[config.mk]
export PLATFORM = sky130hd
export DESIGN_NAME = ssd_capture
export DESIGN_NICKNAME = d
export VERILOG_FILES = /design/src/rtl/ssd_capture.sv
export SDC_FILE = /design/constraint.sdc
export NUM_CORES = 1
export LEC_CHECK = 0
export ABC_AREA = 1
export ABC_CLOCK_PERIOD_IN_PS = 3650
export CAP_MARGIN = 40
export CORE_MARGIN = 2
export CORE_UTILIZATION = 39
export CTS_CLUSTER_DIAMETER = 150
export CTS_CLUSTER_SIZE = 40
export DETAILED_ROUTE_END_ITERATION = 6
export DONT_BUFFER_PORTS = 1
export GPL_TIMING_DRIVEN = 0
export MAX_ROUTING_LAYER = met4
export PLACE_DENSITY = 0.51
export SLEW_MARGIN = 20
export SYNTH_ARGS = -nofsm -noshare
export SYNTH_HDL_FRONTEND = slang
export SYNTH_SLANG_ARGS = --single-unit
[constraint.sdc]
create_clock -name clk -period 3.65 [get_ports clk]
set_input_delay 1.095 -clock clk [delete_from_list [all_inputs] [get_ports clk]]
set_output_delay 1.095 -clock clk [all_outputs]
set_load 0.005 [all_outputs]
[src/rtl/ssd_capture.sv]
// Seven-segment bus capture: samples the active-low segment/dp/anode lines, decodes
// each settled digit back to BCD and publishes a complete scan as one frame.
module ssd_capture #(
   parameter int N_DIGITS      = 4,
   parameter int SETTLE_CYCLES = 4
) (
   input  logic                  clk,
   input  logic                  rst_n,
   input  logic [6:0]            segment_in,
   input  logic                  dp_in,
   input  logic [N_DIGITS-1:0]   an_in,
   input  logic                  clr_err,
   output logic [4*N_DIGITS-1:0] digits_o,
   output logic [N_DIGITS-1:0]   dp_o,
   output logic [N_DIGITS-1:0]   digit_ok_o,
   output logic                  frame_valid_o,
   output logic                  err_o
);

   localparam int         IW       = (N_DIGITS > 1) ? $clog2(N_DIGITS) : 1;
   localparam logic [7:0] SETTLE_L = 8'(SETTLE_CYCLES);

   typedef enum logic [1:0] {IDLE, SETTLE, HOLD} state_t;

   state_t                state_q, state_d;
   logic [6:0]            seg_s_q;
   logic                  dp_s_q;
   logic [N_DIGITS-1:0]   an_s_q;
   logic [IW-1:0]         idx_q, idx_d;
   logic [6:0]            pat_q, pat_d;
   logic                  dpl_q, dpl_d;
   logic [7:0]            cnt_q, cnt_d;
   logic [N_DIGITS-1:0]   seen_q, seen_d;
   logic [4*N_DIGITS-1:0] sh_dig_q, sh_dig_d, digits_q, digits_d;
   logic [N_DIGITS-1:0]   sh_dp_q, sh_dp_d, dp_q, dp_d;
   logic [N_DIGITS-1:0]   sh_ok_q, sh_ok_d, ok_q, ok_d;
   logic                  frame_q, frame_d, err_q, err_d;

   logic [N_DIGITS-1:0]   low;
   logic                  single, blank, multi, same, load, inc, capture;
   logic [IW-1:0]         s_idx;
   logic [4:0]            dec;
   logic [N_DIGITS-1:0]   seen_new;

   // Returns {ok, bcd}; unknown patterns decode to F with ok cleared.
   function automatic logic [4:0] decode(input logic [6:0] p);
      case (p)
         7'b0000001: return {1'b1, 4'd0};
         7'b1001111: return {1'b1, 4'd1};
         7'b0010010: return {1'b1, 4'd2};
         7'b0000110: return {1'b1, 4'd3};
         7'b1001100: return {1'b1, 4'd4};
         7'b0100100: return {1'b1, 4'd5};
         7'b0100000: return {1'b1, 4'd6};
         7'b0001101: return {1'b1, 4'd7};
         7'b0000000: return {1'b1, 4'd8};
         7'b0000100: return {1'b1, 4'd9};
         default:    return {1'b0, 4'hF};
      endcase
   endfunction

   always_comb begin
      // NOTE: every variable gets a default before any branch so no latch is inferred.
      state_d  = state_q;
      idx_d    = idx_q;
      pat_d    = pat_q;
      dpl_d    = dpl_q;
      cnt_d    = cnt_q;
      seen_d   = seen_q;
      sh_dig_d = sh_dig_q;
      sh_dp_d  = sh_dp_q;
      sh_ok_d  = sh_ok_q;
      digits_d = digits_q;
      dp_d     = dp_q;
      ok_d     = ok_q;
      frame_d  = 1'b0;
      load     = 1'b0;
      inc      = 1'b0;
      capture  = 1'b0;
      seen_new = seen_q;

      low    = ~an_s_q;
      single = $onehot(low);
      blank  = (low == '0);
      multi  = !single && !blank;
      s_idx  = '0;
      for (int i = 0; i < N_DIGITS; i++) begin
         if (low[i]) s_idx = IW'(i);
      end
      same = (s_idx == idx_q) && (seg_s_q == pat_q) && (dp_s_q == dpl_q);
      dec  = decode(seg_s_q);

      unique case (state_q)
         IDLE: if (single) load = 1'b1;
         default: begin
            if (!single) begin
               state_d = IDLE;
               cnt_d   = '0;
            end else if (!same) begin
               load = 1'b1;
            end else if (state_q == SETTLE) begin
               inc   = 1'b1;
               cnt_d = (cnt_q >= SETTLE_L) ? cnt_q : cnt_q + 8'd1;
            end
         end
      endcase

      if (load) begin
         idx_d   = s_idx;
         pat_d   = seg_s_q;
         dpl_d   = dp_s_q;
         cnt_d   = 8'd1;
         state_d = SETTLE;
      end

      // A digit is taken on the cycle the counter reaches the settle threshold.
      if ((load || inc) && cnt_d == SETTLE_L) begin
         capture               = 1'b1;
         state_d               = HOLD;
         sh_dig_d[4*s_idx +: 4] = dec[3:0];
         sh_ok_d[s_idx]        = dec[4];
         sh_dp_d[s_idx]        = dp_s_q;
         seen_new              = seen_q | (N_DIGITS'(1) << s_idx);
         if (&seen_new) begin
            digits_d = sh_dig_d;
            dp_d     = sh_dp_d;
            ok_d     = sh_ok_d;
            frame_d  = 1'b1;
            seen_d   = '0;
         end else begin
            seen_d = seen_new;
         end
      end

      if (multi || (capture && !dec[4])) err_d = 1'b1;
      else if (clr_err)                  err_d = 1'b0;
      else                               err_d = err_q;
   end

   // NOTE: sequential state uses non-blocking assignments only, so every flop sees pre-edge values.
   always_ff @(posedge clk or negedge rst_n) begin
      if (!rst_n) begin
         seg_s_q  <= '1;
         dp_s_q   <= 1'b1;
         an_s_q   <= '1;
         state_q  <= IDLE;
         idx_q    <= '0;
         pat_q    <= '0;
         dpl_q    <= 1'b0;
         cnt_q    <= '0;
         seen_q   <= '0;
         sh_dig_q <= '0;
         sh_dp_q  <= '0;
         sh_ok_q  <= '0;
         digits_q <= '0;
         dp_q     <= '0;
         ok_q     <= '0;
         frame_q  <= 1'b0;
         err_q    <= 1'b0;
      end else begin
         seg_s_q  <= segment_in;
         dp_s_q   <= dp_in;
         an_s_q   <= an_in;
         state_q  <= state_d;
         idx_q    <= idx_d;
         pat_q    <= pat_d;
         dpl_q    <= dpl_d;
         cnt_q    <= cnt_d;
         seen_q   <= seen_d;
         sh_dig_q <= sh_dig_d;
         sh_dp_q  <= sh_dp_d;
         sh_ok_q  <= sh_ok_d;
         digits_q <= digits_d;
         dp_q     <= dp_d;
         ok_q     <= ok_d;
         frame_q  <= frame_d;
         err_q    <= err_d;
      end
   end

   assign digits_o      = digits_q;
   assign dp_o          = dp_q;
   assign digit_ok_o    = ok_q;
   assign frame_valid_o = frame_q;
   assign err_o         = err_q;

endmodule

* After elaboration in Yosys (flattened, before gate mapping) *
Cells that the tools add are included.

storage, ports and cells
  flip-flop bits (word level) = 86
  latch bits = 0
  RAM bits = 0
  memory bits (read-only) = 0
  input port bits = 15
  output and inout port bits = 26
  logic and storage cells = 98
  memories kept = 0

cells by class
  add/sub/neg operators = 5
  $mul = 0
  divide/modulo/power cells = 0
  order comparisons = 3
  equality and inequality tests = 17
  shift operators = 3
  mux-type cells = 33
  bitwise logic cells = 2
  reduce and logical (&&, ||, !) cells = 18

operators by type and width
  cell                                                   number
  one-hot mux 5 bit (10 select lines)                    1
  two-way mux 8 bit                                      6
  negator 4 -> 34 bit                                    1
  variable shift 4 x 34 -> 16 bit, first input constant  1
  indexed part select 4 x 34 -> 16 bit                   1
  bitwise mux 16 bit                                     1
  two-way mux 1 bit                                      15
  equality test 7 x 3 -> 1 bit, second input constant    2
  equality test 7 x 6 -> 1 bit, second input constant    2
  equality test 7 bit, second input constant             2
  two-way mux 2 bit                                      6
  adder 8 x 1 -> 8 bit, second input constant            1
  bitwise mux 4 bit                                      2
  equality test 8 x 3 -> 1 bit, second input constant    1
  >= comparator 8 x 3 -> 1 bit, second input constant    1
  equality test 7 x 1 -> 1 bit, second input constant    1
  equality test 7 x 4 -> 1 bit, second input constant    1
  equality test 7 x 5 -> 1 bit, second input constant    1
  equality test 7 bit                                    1
  logical NOT 7 bit                                      1
  logical AND 1 bit                                      6
  AND reduction 5 bit                                    1
  adder 1 x 1 -> 2 bit                                   2
  logical NOT 4 bit                                      1
  20 further kinds                                       23

* Logic depth before layout (Yosys ltp) *
  word-level depth = 17
  mapped depth = 16

* Worst setup path before layout *
OpenSTA, ideal clock, no wires.

  path kind = register -> register
  from = register an_s_q[0]
  to = register digits_q[1] (netlist: digits_o[1])
  library setup time = 117 ps
  data arrival time = 2,855 ps
  required time = 3,533 ps
  path slack = 679 ps
  stages on the path, launching flop included = 15
  clock period less this slack = 2,971 ps
  path through = dfstp_2 -> fa_1 -> inv_1 -> ha_1 -> ha_1 -> nor3_4 -> inv_2 -> nand2_1 -> a21boi_4 -> nand2_2 -> nor2_4 -> nand4_2 -> buf_2 -> nand2_1 -> nand2_1

on the way
  word-level cells in the longest chain between the ends = 10

ends and longest elaborated chain
  what                                                    line  RTL
  from (decl)                                             28    logic [N_DIGITS-1:0] an_s_q;
  from (signal assigned)                                  163   an_s_q <= an_in;
  inverter 4 bit (*)                                      82    low = ~an_s_q;
  adder 1 x 1 -> 2 bit (not written as such) (*)          83    single = $onehot(low);
  adder 2 x 2 -> 3 bit (not written as such) (*)          83
  equality test 3 x 1 -> 1 bit (*)                        83
  two-way mux 8 bit (tied with other cells)               96    if (!single) begin
  two-way mux 8 bit or two-way mux 1 bit (tied branches)  93    unique case (state_q)
  two-way mux 8 bit                                       108   if (load) begin
  equality test 8 x 3 -> 1 bit                            117   if ((load || inc) && cnt_d == SETTLE_L) begin
  logical AND 1 bit (*)                                   117
  AND reduction 5 bit (no source line) (*)                --
  to (signal assigned)                                    173   digits_q <= digits_d;
  to (decl)                                               34    logic [4*N_DIGITS-1:0] sh_dig_q, sh_dig_d, digits_q, digits_d;

Mark *: on every way between the ends. The rest lies on a longest branch, timed or not.
A chain may end at the register's enable or synchronous reset.

* Final worst setup path *
  from = register an_s_q[3]
  to = register digits_q[1] (netlist: digits_o[1])

on the way
  word-level cells in the longest chain between the ends = 12

ends and longest elaborated chain
  what                                                                           line
  inverter 4 bit (*)                                                             82
  parallel branches: the longest is 11 deep, another holds adder 2 x 2 -> 3 bit  --

Every way passes the cells marked *.

==> flow_results.org <==
** Clocking
- TritonCTS clock tree :: built
- Clock-pin slew of the registers on the worst-case setup and hold paths :: 70 ps
- TritonCTS created 9 clock buffers.
- Hold repair after CTS inserted 0 buffers.
- CTS sink count :: 86
- The clock passes through at most 2 buffers.
- Clock latency on the worst-skew pair, taken at its later pin, is 340 ps.
- Root buf cell :: sky130_fd_sc_hd__clkbuf_16
- Number of resized instances in the post-cts repair step :: 0
- Number of H-tree levels :: 3
- Number of setup buffers added after CTS :: 0

** Timing
- Timing would allow up to 296.9 MHz.
- Final hold slack :: 447.3 ps
- For the pin with the worst max-slew slack, the measured transition is 521.5 ps.
- Of the available clock period, the critical path in the final layout requires 0.9228.
- Worst clock skew on the final layout :: 8.786 ps
- The worst path in the final design needs a cycle of 3368 ps, including I/O delays and setup.
- Worst slew margin relative to its limit :: 0.6510
- The count of endpoints failing hold in the final timing report is 0.
- Final total negative setup slack :: 0 ps
- Unrepaired setup endpoints after global routing :: false
- The final count of pins violating max slew is 0.
- Total setup violations reported at the end of the flow :: 0

** Synth
- Number of distinct standard cells referenced by the synthesized netlist :: 35
- Yosys printed 0 warnings.
- Number of nets in the synthesized netlist :: 614
- Async SR Flop Fraction :: 1.000
- The share of the Yosys chip area taken by registers is 0.4773.
- Share of the synthesized area in the top cell type :: 0.4078
- Number of enable-type register cells in the synthesized netlist :: 0
- The synthesized design spends more area on one cell type than any other, namely sky130_fd_sc_hd__dfrtp_1.
- Number of flip-flops and latches in the synthesized netlist :: 86
- For this run, the leading register cell type out of synthesis is sky130_fd_sc_hd__dfrtp_1.
- Mapped Cells :: 593
- Per-instance average area after synthesis :: 7.657 um^2
- Leading post-synthesis cells by cell area :: sky130_fd_sc_hd__dfrtp_1 41%, sky130_fd_sc_hd__nand2_1 17%, sky130_fd_sc_hd__dfstp_2 6.9%
- Total standard cell area after synthesis :: 4541 um^2

** Die
- During I/O placement, the number of pins put on the boundary was 41.
- Starting density of the core :: 0.3994
- Full die area :: 12520 um^2
- Vertical die dimension :: 111.9 um
- Row cnt :: 39
- Std-Cell Core Area :: 11370 um^2
- In this run the horizontal extent of the chip is 111.9 um.

** Cells and area
- From synthesis to final layout, the design area changed by 10.66%.
- Of the cells placed in the final design, the portion with a size suffix greater than 1 is 0.1461.
- Antenna Diode Count :: 0
- Final #Nets :: 625

** Pwr
- Standby leakage power :: 2.709 nW
- Highest ir drop seen on vdd :: 0.0003539 V
- Power density over the cells :: 500.3 nW/um^2

** GRT
- The first global-routing pass estimated 18.26 mm of wire.
- GRT Resource Usage Total :: 0.1886
- Vias in the first global route :: 3598
- The number of antenna violations at the first check in global routing was 0.
- Pin count of the biggest net entering global routing :: 87
- Sum of overflow across all layers after global routing :: 0

** Place
- The HPWL after detailed placement is 7.859 mm.
- Final estimated routing congestion in global placement :: 0.8376
- Buffers on Ports :: 0

** Setup path
- Slack of the worst reg-to-reg path :: 280 ps
- Data arrival time at the worst-slack endpoint :: 3610 ps
- The startpoint identified for the worst register-to-register timing path is an_s_q[3].
- The worst setup path is launched from a flip-flop.
- Endpoint required time on the critical path :: 3890 ps
- For the worst flop-to-flop path, the logic depth is 14.
- Max Fanout on Critical Path :: 10
- Category of the critical setup timing path :: flip-flop to flip-flop
- Kind of end point of the critical path :: flip-flop
- The endpoint identified for the worst register-to-register timing path is digits_o[1].

** Detailed routing
- First-pass iteration count of the detailed router :: 4
- Dividing the detail-routed wire length by the instance count gives 14.35 um.
- The routed layout has 3705 vias.
- DRC :: 0
- The detailed router finished its first iteration with 173 violations.
- Routed via count divided by cell count :: 4.927
- Antenna-violating nets left :: 0
- For this block, the routed nets add up to 10.79 mm of wire.

** Outcome
- Result of the run :: finished, final reports clean

** Worst hold path
- Hold Crit Class :: primary input to asynchronous set/reset pin

** Flow run
- Max-cap violations in this run came to 0.
-- layer usage --
| layer | share of wire | vias up | GRT usage |
|---|---|---|---|
| li1 | - | 1886 | - |
| met1 | 0.49 | 1733 | 0.2637 |
| met2 | 0.45 | 75 | 0.2735 |
| met3 | 0.045 | 11 | 0.03538 |
| met4 | 0.014 | 0 | 0.06996 |
| met5 | 0 | - | - |
-- Yosys cell counts, types with 6 or more instances --
| cell | n |
|---|---|
| sky130_fd_sc_hd__a21oi_1 | 7 |
| sky130_fd_sc_hd__buf_2 | 9 |
| sky130_fd_sc_hd__dfrtp_1 | 74 |
| sky130_fd_sc_hd__dfstp_2 | 12 |
| sky130_fd_sc_hd__inv_1 | 68 |
| sky130_fd_sc_hd__inv_2 | 12 |
| sky130_fd_sc_hd__nand2_1 | 202 |
| sky130_fd_sc_hd__nand3_1 | 39 |
| sky130_fd_sc_hd__nand4_1 | 23 |
| sky130_fd_sc_hd__nor2_1 | 44 |
| sky130_fd_sc_hd__nor2_2 | 6 |
| sky130_fd_sc_hd__nor3_1 | 6 |
| sky130_fd_sc_hd__o21ai_0 | 29 |
| sky130_fd_sc_hd__o21ai_1 | 14 |
| sky130_fd_sc_hd__or2_2 | 11 |
-- placed cells by master (no fill, tap or decap), types with 2 or more instances in the layout --
cell type,instances
sky130_fd_sc_hd__nand4_1,23
sky130_fd_sc_hd__clkbuf_1,2
sky130_fd_sc_hd__nand3_2,2
sky130_fd_sc_hd__buf_4,5
sky130_fd_sc_hd__dfrtp_1,74
sky130_fd_sc_hd__o211ai_1,2
sky130_fd_sc_hd__nand3_1,39
sky130_fd_sc_hd__clkbuf_16,9
sky130_fd_sc_hd__a21oi_1,7
sky130_fd_sc_hd__inv_2,12
sky130_fd_sc_hd__nor2_2,6
sky130_fd_sc_hd__ha_1,5
sky130_fd_sc_hd__o21a_1,2
sky130_fd_sc_hd__nor3_1,6
sky130_fd_sc_hd__o21ai_1,14
sky130_fd_sc_hd__inv_6,3
sky130_fd_sc_hd__nor2_4,4
sky130_fd_sc_hd__dfstp_2,12
sky130_fd_sc_hd__buf_2,9
sky130_fd_sc_hd__o21ai_0,29
sky130_fd_sc_hd__or2_2,11
sky130_fd_sc_hd__nor2_1,44
sky130_fd_sc_hd__nand2_1,202
sky130_fd_sc_hd__nand2_2,3
sky130_fd_sc_hd__clkinv_2,2
sky130_fd_sc_hd__inv_1,68
-- kinds of logic (layout without fill, tap and decap cells) --
group / after synthesis / after routing / synth area share
buffers and inverters: 97 / 113 / 0.08845
DFF: 86 / 86 / 0.4773
adders and majority gates: 6 / 6 / 0.01819
and+or+nand+nor: 345 / 345 / 0.3414
xor gates and xnor gates: 1 / 1 / 0.003583
AOI/OAI and AO/OA: 58 / 58 / 0.07109
-- registers in the layout (all words and copies together) (netlist names) --
signal         flops
pat_q              7
dp_o               4
sh_dig_q          16
digit_ok_o         4
err_o              1
sh_dp_q            4
digits_o          16
state_q            2
seg_s_q            7
dp_s_q             1
seen_q             4
idx_q              2
sh_ok_q            4
cnt_q              8
an_s_q             4
frame_valid_o      1
dpl_q              1
-- metrics by stage --
| step | cells | total power [mW] | setup WS, ps | utilization | cell area (um^2) |
|---|---|---|---|---|---|
| detailed placement | 736 | 1.585 | 156.8 | 0.4151 | 4720 |
| CTS | 752 | 2.547 | 174.5 | 0.4420 | 5025 |
| global route | 752 | 2.660 | 22.68 | 0.4420 | 5025 |
| finish | 752 | 2.514 | 281.8 | 0.4420 | 5025 |
| floorplan | 593 | 1.479 | 678.7 | - | 4541 |
| global placement | 736 | 1.574 | 199.7 | 0.4151 | 4720 |
-- how the worst max path moves through the flow --
| stage | start | end | slack (ps) | cells past startpoint |
|---|---|---|---|---|
| 3_3_place_gp | an_s_q[3] | dp_o[3] | 200 | 14 |
| 5_1_grt | an_s_q[3] | sh_dig_q[9] | 20 | 14 |
| 6_report | an_s_q[3] | digits_o[1] | 280 | 14 |
| 4_1_cts | an_s_q[3] | dp_o[1] | 170 | 14 |
| 2_1_floorplan | an_s_q[0] | digits_o[1] | 680 | 14 |
| 3_5_place_dp | an_s_q[3] | dp_o[1] | 160 | 14 |
-- critical path: stages, from the launching register on --
cell                       delay (ps)
sky130_fd_sc_hd__dfstp_2          580
sky130_fd_sc_hd__fa_1             410
sky130_fd_sc_hd__inv_1             60
sky130_fd_sc_hd__ha_1             130
sky130_fd_sc_hd__ha_1             250
sky130_fd_sc_hd__nor3_4           410
sky130_fd_sc_hd__inv_2            120
sky130_fd_sc_hd__nand2_1          220
sky130_fd_sc_hd__a21boi_4         240
sky130_fd_sc_hd__nand2_2          110
sky130_fd_sc_hd__nor2_4           160
sky130_fd_sc_hd__nand4_2          190
sky130_fd_sc_hd__buf_2            250
sky130_fd_sc_hd__nand2_1           80
sky130_fd_sc_hd__nand2_1           50
-- power breakdown --
group | switching, mW | internal (mW) | leakage, nW
sequential | 0.0553 | 1.03 | 1.13
combinational | 0.324 | 0.157 | 1.42
clock | 0.395 | 0.554 | 0.154
-- final cells by class --
class	count	area (um^2)
Multi-Input combinational cell	410	1972
Tap cell	143	178.9
Sequential cell	86	2167
Clock buffer	10	239.0
Inverter	80	300.3
Clock inverter	6	66.31
Fill cell	1142	6345
Buffer	17	101.3
Note: power is estimated with default switching activity, not from simulation.
==> RTL edit: new RTL, config.mk and constraints unchanged <==
Re-encode `state_t` (3 states) as one-hot, 3 bits wide.
--- a/src/rtl/ssd_capture.sv
+++ b/src/rtl/ssd_capture.sv
@@ -21,5 +21,5 @@
    localparam logic [7:0] SETTLE_L = 8'(SETTLE_CYCLES);
 
-   typedef enum logic [1:0] {IDLE, SETTLE, HOLD} state_t;
+   typedef enum logic [2:0] {IDLE = 3'b001, SETTLE = 3'b010, HOLD = 3'b100} state_t;
 
    state_t                state_q, state_d;
Check against the original RTL: same outputs for any inputs over 10 cycles, from zero or initial values and one cycle with rst_n low; not proved beyond that.
==> RTL edit against the original RTL <==
- area after synthesis is essentially flat
- utilization shrank 0.33 points
- fmax shrank 0.18%
- combinational power shrank 17%
- cell area shrank 0.75%
- via count shrank 2.3%
- routed wire length shrank 1.5%
- sequential cell count grew 1
- count of clock-buffer cells in the layout grew 3
- first-iteration DRC count shrank 15%
- clock skew shrank 2.0 ps
- worst setup slack lost 6.0 ps
- total power shrank 7.0%
==> RTL edit: results (changes against the original RTL) <==
logic_synthesis:
  synth_nets: 593  # was 614
  ys_seq_area_frac: 0.483  # was 0.477
  ys_top_cells_by_count: "196 x nand2_1, 74 x dfrtp_1, 58 x inv_1, 43 x nor2_1, 39 x nand3_1"  # was 202 x nand2_1, 74 x dfrtp_1, 68 x inv_1, 44 x nor2_1, 39 x nand3_1
  synth_area_leaders: "dfrtp_1 41%, nand2_1 16%, dfstp_2 7.5%"  # was dfrtp_1 41%, nand2_1 17%, dfstp_2 6.9%
  synth.distinct_cells: 39  # was 35
  netlist_instances: 572  # was 593
critical_path:
  reg2reg_depth: 16  # was 14
  cp_slowest_stage_delay_ps: 620  # was 580 ps
  critPathMaxFanout: 10  # unchanged
  worstReg2RegEnd: "digits_o[14]"  # was digits_o[1]
outcome:
  status: "finished, final reports clean"  # unchanged
timing:
  tightest_slew_ps: 590  # was 522 ps
  skew_ps: 6.81  # was 8.79 ps
  holdWs_ps: 438  # was 447 ps
pwr:
  vdd_drop_max_mv: 0.340  # was 0.354 mV
  p_leak_nw: 2.73  # was 2.71 nW
route:
  wl_per_cell_um: 14.5  # was 14.3 um
  routed_wl_um: 10600  # was 10800 um
  drt_pass1_iterations: 4  # unchanged
  vias_per_cell: 4.94  # was 4.93
  dr.first_iter.drc_count: 147  # was 173
placement:
  dp.cells: 716  # was 736
  place_hpwl_um: 7520  # was 7860 um
global_route:
  grt_pass1_vias: 3601  # was 3598
  grt_usage: 0.188  # was 0.189
  grt_max_degree: 88  # was 87
layout:
  fillCellCount: 1167  # was 1142
  nNetsFinal: 605  # was 625
## RTL edit: changes by cell type after synthesis, moves of 4 or more
cell / change
nand4_1: -4
inv_1: -10
buf_2: -4
nand3b_1: +5
buf_6: +4
o21ai_2: +12
o21ai_1: -13
nand2_1: -6
nor2_2: -4
or2_2: -5
a21oi_1: -4
nand2_2: +7
## RTL edit: worst max-delay path, delay by kind of cell (launching register included)
kind,cells,cell delay (ps)
AOI/OAI and AO/OA,1,120
buffers and inverters,5,710
and+or+nand+nor,7,1010
DFF,1,620
adders and majority gates,3,790
## RTL edit: worst max-delay path by stage
stage | from | to | slack, ps
floorplan | an_s_q[3] | sh_dp_q[1] | 620
global placement | an_s_q[3] | digits_o[10] | 330
detailed placement | an_s_q[3] | digits_o[14] | 270
CTS | an_s_q[3] | digits_o[14] | 250
global route | an_s_q[3] | digits_o[11] | 50
finish | an_s_q[3] | digits_o[14] | 280
## RTL edit: where the power goes
part           leakage (nW)  internal [mW]  total, mW  switching, mW
Sequential             1.15           1.04       1.09         0.0529
Clock                 0.120          0.462      0.846          0.385
Combinational          1.47          0.129      0.401          0.273
## RTL edit: kinds of logic (layout without fill, tap and decap cells)
group                    Yosys count  after routing  share of synthesized area
buffers and inverters             91            108                     0.0884
AND/OR/NAND/NOR                  338            338                      0.340
adder cells (fa/ha/maj)            6              6                     0.0182
flip-flops                        87             87                      0.483
AO/OA/AOI/OAI                     50             50                     0.0702
## RTL edit: metrics by stage
stage | total power, mW | utilization | setup slack [ps]
floorplan | 1.42 | - | 623
global placement | 1.50 | 0.415 | 327
detailed placement | 1.51 | 0.416 | 269
CTS | 2.37 | 0.439 | 247
global route | 2.47 | 0.439 | 48.2
finish | 2.34 | 0.439 | 276
## RTL edit: layout make-up
type | count | area, um^2 | share of cell area
flip-flops and latches | 87 | 2190 | 0.440
multi-input cells | 394 | 1950 | 0.391
inverters | 71 | 268 | 0.0537
clock buffers | 13 | 240 | 0.0482
well taps | 143 | 179 | 0.0359
plain buffers | 20 | 134 | 0.0268
clock inverters | 3 | 20.0 | 0.00401
repair buffers | 1 | 5.00 | 0.00100
## RTL edit: routing by layer
metal | vias up | routed length [um] | track usage
li1 | 1824 | - | -
met1 | 1712 | 5280 | 0.255
met2 | 66 | 4740 | 0.276
met3 | 17 | 363 | 0.0332
met4 | 0 | 244 | 0.0837
met5 | - | 0 | -
